--- src/rtl/axis_pkt_deser_if.sv ---
// Byte-oriented valid/ready stream with packet framing (sop/eop), a byte-count
// modifier on the last beat, a sideband control field and an error flag.
interface if_axi_stream #(
    parameter int DAT_BYTS = 8,
    parameter int CTL_BITS = 8,
    parameter int MOD_BITS = (DAT_BYTS > 1) ? $clog2(DAT_BYTS) : 1
);
    logic [DAT_BYTS*8-1:0] dat;
    logic                  val;
    logic                  rdy;
    logic                  sop;
    logic                  eop;
    logic [MOD_BITS-1:0]   mod;
    logic [CTL_BITS-1:0]   ctl;
    logic                  err;

    modport source (output dat, val, sop, eop, mod, ctl, err, input rdy);
    modport sink   (input dat, val, sop, eop, mod, ctl, err, output rdy);
endinterface

--- src/rtl/axis_pkt_deser.sv ---
// Stream-to-wide-word deserialiser: gathers one sop..eop packet into a single
// MAX_BEATS*DAT_BITS word with length/ctl/err. Define AXIS_PKT_DESER_STATS_EN for drop/packet counters.
module axis_pkt_deser #(
    parameter int DAT_BYTS  = 8,
    parameter int DAT_BITS  = DAT_BYTS * 8,
    parameter int CTL_BITS  = 8,
    parameter int MAX_BEATS = 6,
    parameter int LEN_BITS  = $clog2(MAX_BEATS * DAT_BYTS + 1)
) (
    input  logic                          i_clk,
    input  logic                          i_rst_n,
    if_axi_stream.sink                    i_if,
    output logic [MAX_BEATS*DAT_BITS-1:0] o_dat,
    output logic [LEN_BITS-1:0]           o_len,
    output logic [CTL_BITS-1:0]           o_ctl,
    output logic                          o_err,
    output logic                          o_val,
    input  logic                          o_rdy
`ifdef AXIS_PKT_DESER_STATS_EN
    ,
    output logic [15:0]                   o_drop_cnt,
    output logic [15:0]                   o_pkt_cnt
`endif
);

    localparam int OUT_BITS = MAX_BEATS * DAT_BITS;
    localparam int CNT_BITS = $clog2(MAX_BEATS + 1);
    localparam logic [LEN_BITS-1:0] MAX_LEN = LEN_BITS'(MAX_BEATS * DAT_BYTS);

    typedef enum logic [1:0] {
        IDLE    = 2'd0,
        COLLECT = 2'd1,
        DROP    = 2'd2,
        HOLD    = 2'd3
    } state_t;

    state_t              state;
    logic [CNT_BITS-1:0] cnt;
    logic                err_acc;
    logic                beat_acc;
    logic [LEN_BITS-1:0] tail_len;
    logic [LEN_BITS-1:0] body_len;

    // Ready is held low during reset so no beat is taken before the FSM is live.
    assign i_if.rdy = i_rst_n && (state != HOLD);
    assign beat_acc = i_if.val && i_if.rdy;

    // tail_len is the byte count of the current beat if it is the last one;
    // body_len is the bytes contributed by the beats already stored.
    always_comb begin
        tail_len = (i_if.mod == '0) ? LEN_BITS'(DAT_BYTS) : LEN_BITS'(i_if.mod);
        body_len = LEN_BITS'(int'(cnt) * DAT_BYTS);
    end

`ifdef AXIS_PKT_DESER_STATS_EN
    logic drop_evt;

    // One drop event per orphan beat, per abandoned partial packet and per overflow.
    always_comb begin
        drop_evt = 1'b0;
        if (beat_acc) begin
            case (state)
                IDLE:    drop_evt = !i_if.sop;
                COLLECT: drop_evt = i_if.sop || (cnt == CNT_BITS'(MAX_BEATS));
                default: drop_evt = 1'b0;
            endcase
        end
    end

    always_ff @(posedge i_clk or negedge i_rst_n) begin
        if (!i_rst_n) begin
            o_drop_cnt <= '0;
            o_pkt_cnt  <= '0;
        end else begin
            if (drop_evt && (o_drop_cnt != 16'hFFFF))
                o_drop_cnt <= o_drop_cnt + 16'd1;
            if (o_val && o_rdy)
                o_pkt_cnt <= o_pkt_cnt + 16'd1;
        end
    end
`endif

    // Packet FSM. Beats are written straight into o_dat; it is only presented
    // (o_val) once the packet is closed, and is frozen for the whole of HOLD.
    always_ff @(posedge i_clk or negedge i_rst_n) begin
        if (!i_rst_n) begin
            state   <= IDLE;
            cnt     <= '0;
            err_acc <= 1'b0;
            o_dat   <= '0;
            o_len   <= '0;
            o_ctl   <= '0;
            o_err   <= 1'b0;
            o_val   <= 1'b0;
        end else begin
            case (state)
                HOLD: begin
                    if (o_val && o_rdy) begin
                        state <= IDLE;
                        o_val <= 1'b0;
                    end
                end
                DROP: begin
                    if (beat_acc && i_if.eop) begin
                        state <= HOLD;
                        o_val <= 1'b1;
                        o_err <= 1'b1;
                        o_len <= MAX_LEN;
                    end
                end
                default: begin
                    if (beat_acc) begin
                        if (i_if.sop) begin
                            // New packet, from IDLE or abandoning a partial one.
                            o_dat   <= OUT_BITS'(i_if.dat);
                            o_ctl   <= i_if.ctl;
                            err_acc <= i_if.err;
                            cnt     <= CNT_BITS'(1);
                            if (i_if.eop) begin
                                state <= HOLD;
                                o_val <= 1'b1;
                                o_err <= i_if.err;
                                o_len <= tail_len;
                            end else begin
                                state <= COLLECT;
                            end
                        end else if (state == COLLECT) begin
                            if (cnt == CNT_BITS'(MAX_BEATS)) begin
                                // No room left: the packet is reported truncated.
                                if (i_if.eop) begin
                                    state <= HOLD;
                                    o_val <= 1'b1;
                                    o_err <= 1'b1;
                                    o_len <= MAX_LEN;
                                end else begin
                                    state <= DROP;
                                end
                            end else begin
                                o_dat[int'(cnt)*DAT_BITS +: DAT_BITS] <= i_if.dat;
                                cnt     <= cnt + CNT_BITS'(1);
                                err_acc <= err_acc | i_if.err;
                                if (i_if.eop) begin
                                    state <= HOLD;
                                    o_val <= 1'b1;
                                    o_err <= err_acc | i_if.err;
                                    o_len <= body_len + tail_len;
                                end
                            end
                        end
                    end
                end
            endcase
        end
    end

endmodule

--- src/flat_wrapper.sv ---
// flat-port wrapper written by rule: the top's interface ports become plain ports
module axis_pkt_deser_flat 
#(
    parameter int DAT_BYTS  = 8,
    parameter int DAT_BITS  = DAT_BYTS * 8,
    parameter int CTL_BITS  = 8,
    parameter int MAX_BEATS = 6,
    parameter int LEN_BITS  = $clog2(MAX_BEATS * DAT_BYTS + 1)
)
  (i_clk, i_rst_n, o_dat, o_len, o_ctl, o_err, o_val, o_rdy, i_if_dat, i_if_val, i_if_sop, i_if_eop, i_if_mod, i_if_ctl, i_if_err, i_if_rdy);
  if_axi_stream #(.DAT_BYTS(DAT_BYTS), .CTL_BITS(CTL_BITS)) i_if_i ();
  input  logic i_clk;
  input  logic i_rst_n;
  output logic [MAX_BEATS*DAT_BITS-1:0] o_dat;
  output logic [LEN_BITS-1:0] o_len;
  output logic [CTL_BITS-1:0] o_ctl;
  output logic o_err;
  output logic o_val;
  input  logic o_rdy;
  input wire logic [$bits(i_if_i.dat)-1:0] i_if_dat;
  input wire logic [$bits(i_if_i.val)-1:0] i_if_val;
  input wire logic [$bits(i_if_i.sop)-1:0] i_if_sop;
  input wire logic [$bits(i_if_i.eop)-1:0] i_if_eop;
  input wire logic [$bits(i_if_i.mod)-1:0] i_if_mod;
  input wire logic [$bits(i_if_i.ctl)-1:0] i_if_ctl;
  input wire logic [$bits(i_if_i.err)-1:0] i_if_err;
  output wire logic [$bits(i_if_i.rdy)-1:0] i_if_rdy;
  assign i_if_i.dat = i_if_dat;
  assign i_if_i.val = i_if_val;
  assign i_if_i.sop = i_if_sop;
  assign i_if_i.eop = i_if_eop;
  assign i_if_i.mod = i_if_mod;
  assign i_if_i.ctl = i_if_ctl;
  assign i_if_i.err = i_if_err;
  assign i_if_rdy = i_if_i.rdy;
  axis_pkt_deser #(.DAT_BYTS(DAT_BYTS), .DAT_BITS(DAT_BITS), .CTL_BITS(CTL_BITS), .MAX_BEATS(MAX_BEATS), .LEN_BITS(LEN_BITS)) u_core (.i_clk(i_clk), .i_rst_n(i_rst_n), .i_if(i_if_i), .o_dat(o_dat), .o_len(o_len), .o_ctl(o_ctl), .o_err(o_err), .o_val(o_val), .o_rdy(o_rdy));
endmodule
--- config.mk ---
export PLATFORM = sky130hd
export DESIGN_NAME = axis_pkt_deser_flat
export DESIGN_NICKNAME = d
export VERILOG_FILES = /design/src/rtl/axis_pkt_deser_if.sv /design/src/rtl/axis_pkt_deser.sv /design/src/flat_wrapper.sv
export SDC_FILE = /design/constraint.sdc
export NUM_CORES = 1
export LEC_CHECK = 0
export CORE_AREA = 4 4 185 187
export DETAILED_ROUTE_END_ITERATION = 6
export DIE_AREA = 0 0 189 191
export PLACE_DENSITY = 0.84
export SETUP_SLACK_MARGIN = 0.5
export SKIP_CTS_REPAIR_TIMING = 1
export SLEW_MARGIN = 10
export SYNTH_ARGS = -nofsm -noshare
export SYNTH_HDL_FRONTEND = slang
export SYNTH_SLANG_ARGS = --single-unit
--- constraint.sdc ---
create_clock -name i_clk -period 7.5 [get_ports i_clk]
set_input_delay 1.125 -clock i_clk [delete_from_list [all_inputs] [get_ports i_clk]]
set_output_delay 1.125 -clock i_clk [all_outputs]
set_load 0.01 [all_outputs]
Word-level counts from Yosys, hierarchy flattened
Cells that the tools add are included.
{"block": "word_totals", "inputBits": 82, "elab_cells": 87, "output_inout_bits": 401, "ff_bits": 406}
{"block": "classes", "eq_ne": 8, "n_bitwise": 3, "add_sub_neg": 3, "n_mux": 45, "n_shift": 2, "n_reduce_logical": 18}
{"op": "384-bit 2-to-1 mux", "count": 3}
{"op": "384-bit bitwise mux", "count": 1}
{"op": "64-bit by 33-bit variable shift with 384-bit output, first input constant", "count": 1}
{"op": "64-bit by 33-bit variable part select with 384-bit output", "count": 1}
{"op": "6-bit 2-to-1 mux", "count": 8}
{"op": "9-bit negator with 33-bit output", "count": 1}
{"op": "1-bit 2-to-1 mux", "count": 17}
{"op": "2-bit 2-to-1 mux", "count": 8}
{"op": "6-bit case mux with 2 select lines", "count": 1}
{"op": "5-bit AND reduction", "count": 2}
{"op": "3-bit 2-to-1 mux", "count": 3}
{"op": "4-bit AND reduction", "count": 2}
{"op": "6-bit adder", "count": 1}
{"op": "2-bit nonzero test", "count": 3}
{"op": "3-bit nonzero test", "count": 2}
{"op": "5-bit nonzero test", "count": 1}
{"op": "2-bit == test, second input constant", "count": 2}
{"op": "1-bit logical AND", "count": 4}
{"op": "4-bit 2-to-1 mux", "count": 1}
{"op": "2-bit by 1-bit inequality test with 1-bit output, second input constant", "count": 2}
{"op": "2-bit inequality test, second input constant", "count": 2}
{"op": "1-bit case mux with 2 select lines", "count": 2}
{"op": "2-bit case mux with 2 select lines", "count": 1}
{"op": "4-bit nonzero test", "count": 1}
{"op": "other kinds (8)", "count": 9}

Depth between registers and ports, before layout
{"block": "logic_depth", "word_depth": 9, "mapped_depth": 10, "mapped_depth_nobuf": 7}

Worst setup path before layout
OpenSTA, ideal clock, no wires.
{"block": "synth_path", "path_kind": "input -> register", "from": "input port i_if_sop", "to": "register u_core.o_dat[344]", "setup_time_ns": 0.121, "stages": 8, "slack_ns": 4.833, "required_ns": 7.379, "t_arrival_ns": 2.546, "n_path_buf": 4, "path_cell_list": "buf_4 or2_1 and4_1 buf_2 and3_1 buf_2 buf_2 a22o_1"}
{"block": "synth_via", "elab_chain_len": 2, "word_cells_on_any_way": 4, "cone_classes": "eq/ne: 1; mux: 1; reduce/logical: 2"}
{"item": "start, declared", "line": "flat_wrapper.sv:22", "rtl": "input wire logic [$bits(i_if_i.sop)-1:0] i_if_sop;"}
{"item": "2-bit inequality test (no line) or 2-bit nonzero test (tied branches)"}
{"item": "4-bit AND reduction (no line)"}
{"item": "end signal, assigned", "line": "axis_pkt_deser.sv:115", "rtl": "o_dat <= OUT_BITS'(i_if.dat);"}
{"item": "end signal, assigned by index", "line": "axis_pkt_deser.sv:139", "rtl": "o_dat[int'(cnt)*DAT_BITS +: DAT_BITS] <= i_if.dat;"}
{"item": "end, declared", "line": "axis_pkt_deser.sv:13", "rtl": "output logic [MAX_BEATS*DAT_BITS-1:0] o_dat,"}
Several ways; a longest one is shown, not always the timed one.
A chain may end at the register's enable or synchronous reset.

Worst setup path after layout
{"block": "layout_path", "from": "input port i_if_sop", "to": "register u_core.o_dat[123]"}
Same word-level chain as after synthesis.

==> run_results.csv <==
group,metric,value,unit
critical_path,endpoint_kind,"flop",
status,status,"completed",
flow_run,max_cap_viol_count,0,
power_and_ir_drop,p_seq_share,40.8,%
die,io_pins,483,
timing,tightest_slew,1.16,ns
die,rows,66,
critical_path,worstSetupPathType,"input port to flop",
timing,rsz0062_at_grt,"false",
route,num_vias,11880,
synth,synth_area,15100,µm²
synth,postSynthAreaPerCell,14.6,µm²
die,die_area,36100,µm²
clock_network,cts_tree,"yes",
timing,slew_headroom,22.6,%
worst_hold_path,hp-class,"flop to flop",
route,drc,0,
timing,final.period_utilization,52.6,%
synth,synth_seq_cells,406,
clock_network,cts_max_path_buffers,3,
place,port_buffers,482,
critical_path,arrival,4.41,ns
die,dieWidth,189,µm
timing,skew,0.0184,ns
grt,grt_pass1_vias,12262,
synth,synth_edf_count,0,
power_and_ir_drop,p_int,4820,µW
place,gp_congestion,0.869,
synth,syn-num-nets,1126,
die,start_util,46.6,%
clock_network,cts_buffers,42,
power_and_ir_drop,power_density,311,nW/µm²
power_and_ir_drop,power_frac_clock,33.1,%
timing,max_freq,253,MHz
final_layout,drive_above_1_share,9.74,%
grt,grt-ovfl-total,0,
synth,synth.area.top_cells,"dfrtp_1 (67%), a22o_1 (21%), a22o_2 (1.6%)",
final_layout,final_net_count,1592,
power_and_ir_drop,p_sw_share,28.6,%
timing,slew_viol_final,0,
critical_path,worst-endpoint-required,7.96,ns
clock_network,cts_sinks,406,
route,wl,52300,µm
clock_network,clk_latency,0.54,ns
clock_network,clk_pin_slew,0.06,ns
synth,ys_warn_count,0,
clock_network,root_buffer,"clkbuf_16",
grt,antenna_found_initial,0,
die,chipHeight,191,µm
synth,ys_seq_area_share,67.2,%
timing,hold_violations,0,
synth,synth_top_cell_by_area,"dfrtp_1",
synth,synthCells,1032,
power_and_ir_drop,total_leakage_power,0.00989,µW
final_layout,areaGrowthSynthToFinish,44.0,%
power_and_ir_drop,power,6760,µW
clock_network,htreeDepth,2,
synth,synth_top_area_share,67.2,%
power_and_ir_drop,vdd_drop_max,0.191,mV
power_and_ir_drop,switchingPower,1930,µW
critical_path,critPathMaxFanout,33,
power_and_ir_drop,pwr-share-comb,26.1,%
route,drtAntennaViolNets,0,
synth,synth_ff_type,"dfrtp_1",
die,fp.coreArea,32500,µm²
final_layout,diodes,0,
synth,async_reset_ff_share,100,%
grt,grtUsageTotal,28.0,%
timing,setup_tns,0,ns
route,viasPerCell,6.02,
route,first_iter_violations,697,
grt,grt_max_degree,80,
timing,finalSetupViolCount,0,
place,place_hpwl,34800,µm
timing,post-route-min-period,3.95,ns
grt,grt_pass1_wl,78300,µm
route,drtPass1Iterations,5,
synth,ys_types,51,
route,wl_per_cell,26.5,µm
critical_path,start_kind,"input port",
placed cells by master (no fill, tap or decap), types with 10 or more instances in the layout:
cell type and count:
ha_1 12, clkdlybuf4s50_1 481, clkbuf_8 10, a22o_2 24
buf_4 21, dfrtp_1 406, inv_1 12, a22o_1 354
clkbuf_16 43, nand2_1 50, mux2i_1 12
registers in the layout (all words and copies together) (netlist names):
name / flops
u_core.state: 2
u_core.cnt: 3
u_core.o_err: 1
u_core.err_acc: 1
u_core.o_len: 6
u_core.o_val: 1
u_core.o_ctl: 8
u_core.o_dat: 384
final cells by class:
cell class              count  area, µm²
fillers                  2226      10700
flip-flops and latches    406      10200
repair buffers            503       4990
multi-input cells         533       4500
clock buffers              57       1230
well taps                 442        553
clock inverters            19        279
inverters                  12       45.0
worst paths after layout:
| path | cells past startpoint | endpoint | startpoint | slack (ns) |
|---|---|---|---|---|
| min | 2 | u_core.o_ctl[6] | u_core.o_ctl[6] | 0.47 |
| max | 6 | u_core.o_dat[123] | i_if_sop | 3.55 |
| min in group asynchronous | 1 | u_core.o_dat[41] | i_rst_n | 0.54 |
| max in group asynchronous | 3 | u_core.o_dat[54] | i_rst_n | 4.62 |
| min reg2reg | 2 | u_core.o_ctl[6] | u_core.o_ctl[6] | 0.47 |
| max reg2reg | 7 | u_core.o_dat[289] | u_core.state[0] | 3.99 |
worst max-delay path, cell delays in order:
cell and delay (ns):
clkdlybuf4s50_1 0.77, or2_1 0.43, and4_1 0.39, a31oi_4 0.91
buf_4 0.50, a22o_1 0.22
metrics by stage:
stage                     util, %  area [µm²]  std cells  hold slack [ns]  setup slack, ns
after floorplan                 -       15100       1032            0.466             4.83
after global placement       62.4       20200       1896            0.459             3.14
after detailed placement     62.4       20200       1896            0.463             3.08
after CTS                    67.0       21800       1972            0.477             3.64
after global routing         67.0       21800       1972            0.510             3.44
final                        67.0       21800       1972            0.474             3.55
cells by family (layout without fill, tap and decap cells):
| logic type | count (synthesis) | in the layout | synth area share, % |
|---|---|---|---|
| muxes | 16 | 16 | 1.09 |
| AOI/OAI and AO/OA | 408 | 408 | 23.6 |
| and+or+nand+nor | 97 | 97 | 3.64 |
| DFF | 406 | 406 | 67.2 |
| adders and majority gates | 12 | 12 | 0.994 |
| buffers and inverters | 93 | 591 | 3.40 |
cell usage after synthesis (2+ instances only):
cell	count
a22o_2	24
a21oi_1	4
nor4_4	2
mux2_2	4
buf_2	41
ha_1	12
nor2_2	2
o21ai_0	8
a22o_1	354
dfrtp_1	406
a31oi_1	2
nand2_1	51
o31a_2	2
and3b_2	2
nor2_1	3
inv_1	12
mux2i_1	12
nor2b_1	7
nand3_1	5
nand2b_1	2
nand4b_1	2
buf_6	13
clkbuf_1	23
nand3b_1	3
nor3_1	6
o31ai_1	2
buf_4	4
power by group through the flow:
stage	registers, µW	clock network [µW]	logic, µW
after floorplan	2900	0	619
after global placement	2770	0	1710
after detailed placement	2780	0	1760
after CTS	2750	2270	1780
after global routing	2790	2360	1870
final	2750	2240	1760
per-layer routing:
| layer | vias up | track usage, % | part of all wire, % |
|---|---|---|---|
| met5 | - | 0 | 0 |
| met2 | 632 | 46.2 | 48 |
| met4 | 0 | 12.2 | 5.2 |
| met3 | 152 | 7.16 | 8.3 |
| li1 | 4887 | - | - |
| met1 | 6209 | 35.4 | 39 |
Note: power is estimated with default switching activity, not from simulation.
